[config.mk]
export PLATFORM = sky130hd
export DESIGN_NAME = ca_cycle_detector
export DESIGN_NICKNAME = d
export VERILOG_FILES = /design/src/rtl/ca_cycle_detector.sv
export SDC_FILE = /design/constraint.sdc
export NUM_CORES = 1
export LEC_CHECK = 0
export ABC_AREA = 1
export ABC_CLOCK_PERIOD_IN_PS = 4300
export CAP_MARGIN = 20
export CORE_MARGIN = 3
export CORE_UTILIZATION = 53
export DETAILED_ROUTE_END_ITERATION = 6
export PLACE_DENSITY = 0.85
export SLEW_MARGIN = 30
export SYNTH_ARGS = -nofsm -noshare
export SYNTH_HDL_FRONTEND = slang
export SYNTH_SLANG_ARGS = --single-unit
[constraint.sdc]
create_clock -name CLK -period 4.3 [get_ports CLK]
set_input_delay 1.075 -clock CLK [delete_from_list [all_inputs] [get_ports CLK]]
set_output_delay 1.075 -clock CLK [all_outputs]
set_load 0.01 [all_outputs]
[src/rtl/ca_cycle_detector.sv]
// Cycle detector for a cellular-automaton simulator: keeps a short history of
// generations and reports the first repeat (period and transient) or a budget miss.
module ca_cycle_detector #(
    parameter int WIDTH   = 8,
    parameter int DEPTH   = 8,
    parameter int MAX_GEN = 255
) (
    input  logic                     CLK,
    input  logic                     RST,
    input  logic                     START,
    input  logic [WIDTH-1:0]         GEN,
    input  logic                     GEN_VALID,
    output logic                     DONE,
    output logic                     FOUND,
    output logic [4:0]               PERIOD,
    output logic [7:0]               TRANSIENT,
    output logic [7:0]               GEN_COUNT,
    input  logic [$clog2(DEPTH)-1:0] RD_IDX,
    output logic [WIDTH-1:0]         RD_DATA
);

    localparam int IDX_W = $clog2(DEPTH);
    localparam logic [7:0] MAX_C = 8'(MAX_GEN);

    localparam logic [1:0] ST_IDLE = 2'd0;
    localparam logic [1:0] ST_RUN  = 2'd1;
    localparam logic [1:0] ST_HIT  = 2'd2;
    localparam logic [1:0] ST_MISS = 2'd3;

    logic [1:0]       state_q, state_d;
    logic [DEPTH-1:0] vld_q, vld_d;
    logic [WIDTH-1:0] hist_q [DEPTH];
    logic [WIDTH-1:0] hist_d [DEPTH];
    logic [7:0]       gen_count_q, gen_count_d;
    logic             done_q, done_d;
    logic             found_q, found_d;
    logic [4:0]       period_q, period_d;
    logic [7:0]       transient_q, transient_d;

    logic             hit;
    logic [IDX_W-1:0] match_idx;
    logic [4:0]       match_age;

    // Generation counter never wraps; it parks at the budget.
    function automatic logic [7:0] sat_inc(input logic [7:0] c);
        return (c >= MAX_C) ? c : c + 8'd1;
    endfunction

    // Scan oldest to newest so the youngest matching entry (smallest age) wins.
    always_comb begin
        hit       = 1'b0;
        match_idx = '0;
        for (int i = DEPTH - 1; i >= 0; i--) begin
            if (vld_q[i] && (hist_q[i] == GEN)) begin
                hit       = 1'b1;
                match_idx = IDX_W'(i);
            end
        end
        match_age = 5'(match_idx) + 5'd1;
    end

    always_comb begin
        state_d     = state_q;
        vld_d       = vld_q;
        hist_d      = hist_q;
        gen_count_d = gen_count_q;
        done_d      = done_q;
        found_d     = found_q;
        period_d    = period_q;
        transient_d = transient_q;

        if (START) begin
            state_d     = ST_RUN;
            vld_d       = '0;
            gen_count_d = 8'd0;
            done_d      = 1'b0;
            found_d     = 1'b0;
            period_d    = 5'd0;
            transient_d = 8'd0;
        end else begin
            case (state_q)
                ST_RUN: begin
                    if (GEN_VALID) begin
                        hist_d[0] = GEN;
                        for (int i = 1; i < DEPTH; i++) begin
                            hist_d[i] = hist_q[i-1];
                        end
                        vld_d       = {vld_q[DEPTH-2:0], 1'b1};
                        gen_count_d = sat_inc(gen_count_q);
                        if (hit) begin
                            state_d     = ST_HIT;
                            done_d      = 1'b1;
                            found_d     = 1'b1;
                            period_d    = match_age;
                            transient_d = gen_count_q - 8'(match_age);
                        end else if (gen_count_d == MAX_C) begin
                            state_d = ST_MISS;
                            done_d  = 1'b1;
                        end
                    end
                end
                default: ;
            endcase
        end
    end

    always_ff @(posedge CLK or posedge RST) begin
        if (RST) begin
            state_q     <= ST_IDLE;
            vld_q       <= '0;
            gen_count_q <= 8'd0;
            done_q      <= 1'b0;
            found_q     <= 1'b0;
            period_q    <= 5'd0;
            transient_q <= 8'd0;
        end else begin
            state_q     <= state_d;
            vld_q       <= vld_d;
            gen_count_q <= gen_count_d;
            done_q      <= done_d;
            found_q     <= found_d;
            period_q    <= period_d;
            transient_q <= transient_d;
        end
    end

    // History payload is masked by the valid flags, so it needs no reset.
    always_ff @(posedge CLK) begin
        hist_q <= hist_d;
    end

    assign DONE      = done_q;
    assign FOUND     = found_q;
    assign PERIOD    = period_q;
    assign TRANSIENT = transient_q;
    assign GEN_COUNT = gen_count_q;
    assign RD_DATA   = vld_q[RD_IDX] ? hist_q[RD_IDX] : '0;

endmodule

==> metrics.txt <==
Pwr Density=slightly below 300 mW/mm2; Hold Buf Count CTS=0; antenna violations before repair=0; Core ar.=between 0.009 and 0.01 mm2; RSZ-0062 raised after global routing=no; IO Port Bufs=44; clock sinks=between 90 and 100; Setup WS post-layout=0.1859 ns; Tmin final=roughly 4.1 ns; H-Tree Depth=3; clk buf depth=2; vias post-DR=between 4000 and 5000; number of fill cells in the layout=803; die width=between 100 and 150 um; Via density=between 5 and 6; Critical Path Start Type=input port; Clock transition at path regs=~0.090 ns; P&R area growth vs syn=18.02%; overall routing resource usage=between 20% and 30%; Syn Inst Count=approximately 650; placement-stage cell area=about 0.006 mm2; worst r2r path cells=19; worst slew pin tran=about 0.85 ns; Critical Path Start=RD_IDX[0]; Clock Latency Late Sink=between 0.3 and 0.4 ns; outcome=finished clean; Yosys cell types=39; hold path depth=0; mean routed wirelength per cell=16.37 um; worst r2r src=hist_q[19]$_DFFE_PP_; post-detail-place hpwl=about 10000 um; die extent in y=106.8 um; Leak=between 2 and 3 nW; clock buffer count from CTS=9; Total Wirelength=roughly 14000 um; first-pass GRT wire length=roughly 23000 um; placer congestion estimate=between 0.9 and 1; crit path to=RD_DATA[0]; mapped cell area=0.005380 mm2; Syn Area/Cell=8.239 um2; Tcrit/Tclk final=95.68%; flops & latches, synth=95; final setup violation count=0; crit path max fanout=17; fmax=243.1 MHz; # IOs=between 40 and 50; worst vdd ir=roughly 240 uV; synth warn=0; Starting Density=between 50% and 60%; reg-to-reg critical path endpoint=TRANSIENT[7]$_DFFE_PP0P_; setup_tns=0 ns; Die ar.=~0.011 mm2; DR pass1 iterations=7; row cnt=36; hold slack=0.4556 ns; largest net degree at the start of global routing=66; worst rel slew slack=43.25%; antenna diode count=0; Max Cap Viol=0; crit path DAT=slightly above 3 ns; Hold WC Path Type=reg2reg; vias in the first global route=4776; share of post-route cells with drive strength above 1=11.08%; drt drc=0; Post-Place Worst Slack=-0.04626 ns; antenna-violating nets left=0; crit end category=output port; clk root buf=clkbuf_8; Worst EP required=between 3 and 4 ns; Initial DRC Count=approximately 620; R2R Setup Slk=1.22 ns; WS Path Type=in2out; Worst Skew=between 0.005 and 0.006 ns; Final Hold Fails=0; Finished Core Util=between 60% and 70%; Final Net Count=roughly 740; total setup buffers inserted after CTS=0; Finished Cell Area=between 0.006 and 0.007 mm2; Synth Net Count=675; Slew Limit Fails=0; residual overflow from global routing=0; CTS tree=built; post-synthesis sequential area ratio=between 50% and 60%
placed cells by master (no fill, tap or decap), types with 13 or more instances in the layout:
cell | synthesis | final
dfrtp_1 | 31 | 31
o22ai_1 | 13 | 13
clkdlybuf4s50_1 | 0 | 42
buf_4 | 7 | 30
o21ai_0 | 59 | 59
xor2_1 | 15 | 15
a21oi_1 | 46 | 46
nand2_1 | 138 | 138
inv_1 | 79 | 77
nor2_1 | 79 | 77
nand3_1 | 32 | 32
edfxtp_1 | 64 | 64
cell type report:
class	count	area [um2]	share of cell area (%)
inverter	89	339.1	5.340
clock buffer	10	137.6	2.167
multi-input combinational	443	2218	34.94
clock inverter	6	33.78	0.5320
timing repair buffer	79	757.0	11.92
sequential	95	2698	42.48
tap	133	166.4	2.621
flip-flops by register name, indices dropped and copies added (netlist names):
register and flops:
state_q 2, GEN_COUNT 8, FOUND 1, hist_q 64
vld_q 8, PERIOD 4, TRANSIENT 8
through the flow:
step / power (mW) / std cells
2_1_floorplan: 1.196 / 653
3_3_place_gp: 1.289 / 838
3_5_place_dp: 1.296 / 838
4_1_cts: 1.829 / 855
5_1_grt: 1.909 / 855
6_report: 1.830 / 855
cells by family (layout without fill, tap and decap cells):
group / after synthesis / in the layout / synth area share, %
DFF: 95 / 95 / 50.14
AOI/OAI and AO/OA: 134 / 134 / 13.28
buffers and inverters: 115 / 184 / 8.907
xor gates and xnor gates: 25 / 25 / 4.070
other: 1 / 1 / 0.06970
and+or+nand+nor: 276 / 276 / 21.77
adders and majority gates: 7 / 7 / 1.767
timing repair:
| action | CTS | global route |
|---|---|---|
| gates resized for setup | 4 | 7 |
| cloned | 1 | 0 |
| setup endpoints to repair | 2 | 9 |
| pin swaps | 0 | 1 |
synthesized netlist by cell type, drive strengths merged:
library cell    n  area share, %
nand2         141             10
inv            87            6.1
nor2           86            6.6
o21ai          69            6.6
edfxtp         64             36
a21oi          46            4.3
nand3          32            3.0
dfrtp          31             14
xor2           15            2.4
clkbuf         14           0.98
o22ai          13            1.5
buf            12            1.7
xnor2          10            1.6
nand4           8            1.0
ha              6            1.4
or2             3           0.35
or3             3           0.35
a31oi           2           0.23
clkinv          2           0.14
nand3b          2           0.28
a21boi          1           0.14
a221oi          1           0.16
a22o            1           0.16
conb            1          0.070
fa              1           0.37
nor3            1          0.093
o211ai          1           0.23
per-layer routing:
layer	up-vias	share of wire, %	track usage (%)
met4	0	3.3	12.51
met1	2231	41	35.25
met2	289	46	41.46
met3	43	9.8	4.877
met5	-	0	0
li1	2264	-	-
where the power goes:
group          switching (mW)  total [mW]  internal, mW
clock network           0.318       0.541         0.224
logic                   0.158       0.260         0.103
registers              0.0222        1.03          1.01
critical path, stage by stage:
cell and delay [ns]:
dlygate4sd2_1 0.33, buf_12 0.20, o21ai_0 0.18, a221oi_1 0.11
a31oi_1 0.20, buf_4 0.19, o21ai_0 0.14, inv_1 0.08
clkdlybuf4s50_1 0.53
worst min-delay path by stage:
stage | start | to | slack, ns
floorplan | hist_q[45]$_DFFE_PP_ | hist_q[37]$_DFFE_PP_ | 0.43
global placement | hist_q[49]$_DFFE_PP_ | hist_q[41]$_DFFE_PP_ | 0.43
detailed placement | hist_q[49]$_DFFE_PP_ | hist_q[41]$_DFFE_PP_ | 0.43
CTS | hist_q[49]$_DFFE_PP_ | hist_q[41]$_DFFE_PP_ | 0.46
global route | hist_q[49]$_DFFE_PP_ | hist_q[41]$_DFFE_PP_ | 0.46
finish | hist_q[49]$_DFFE_PP_ | hist_q[41]$_DFFE_PP_ | 0.46
No activity file was read; power rests on OpenSTA's default activity.
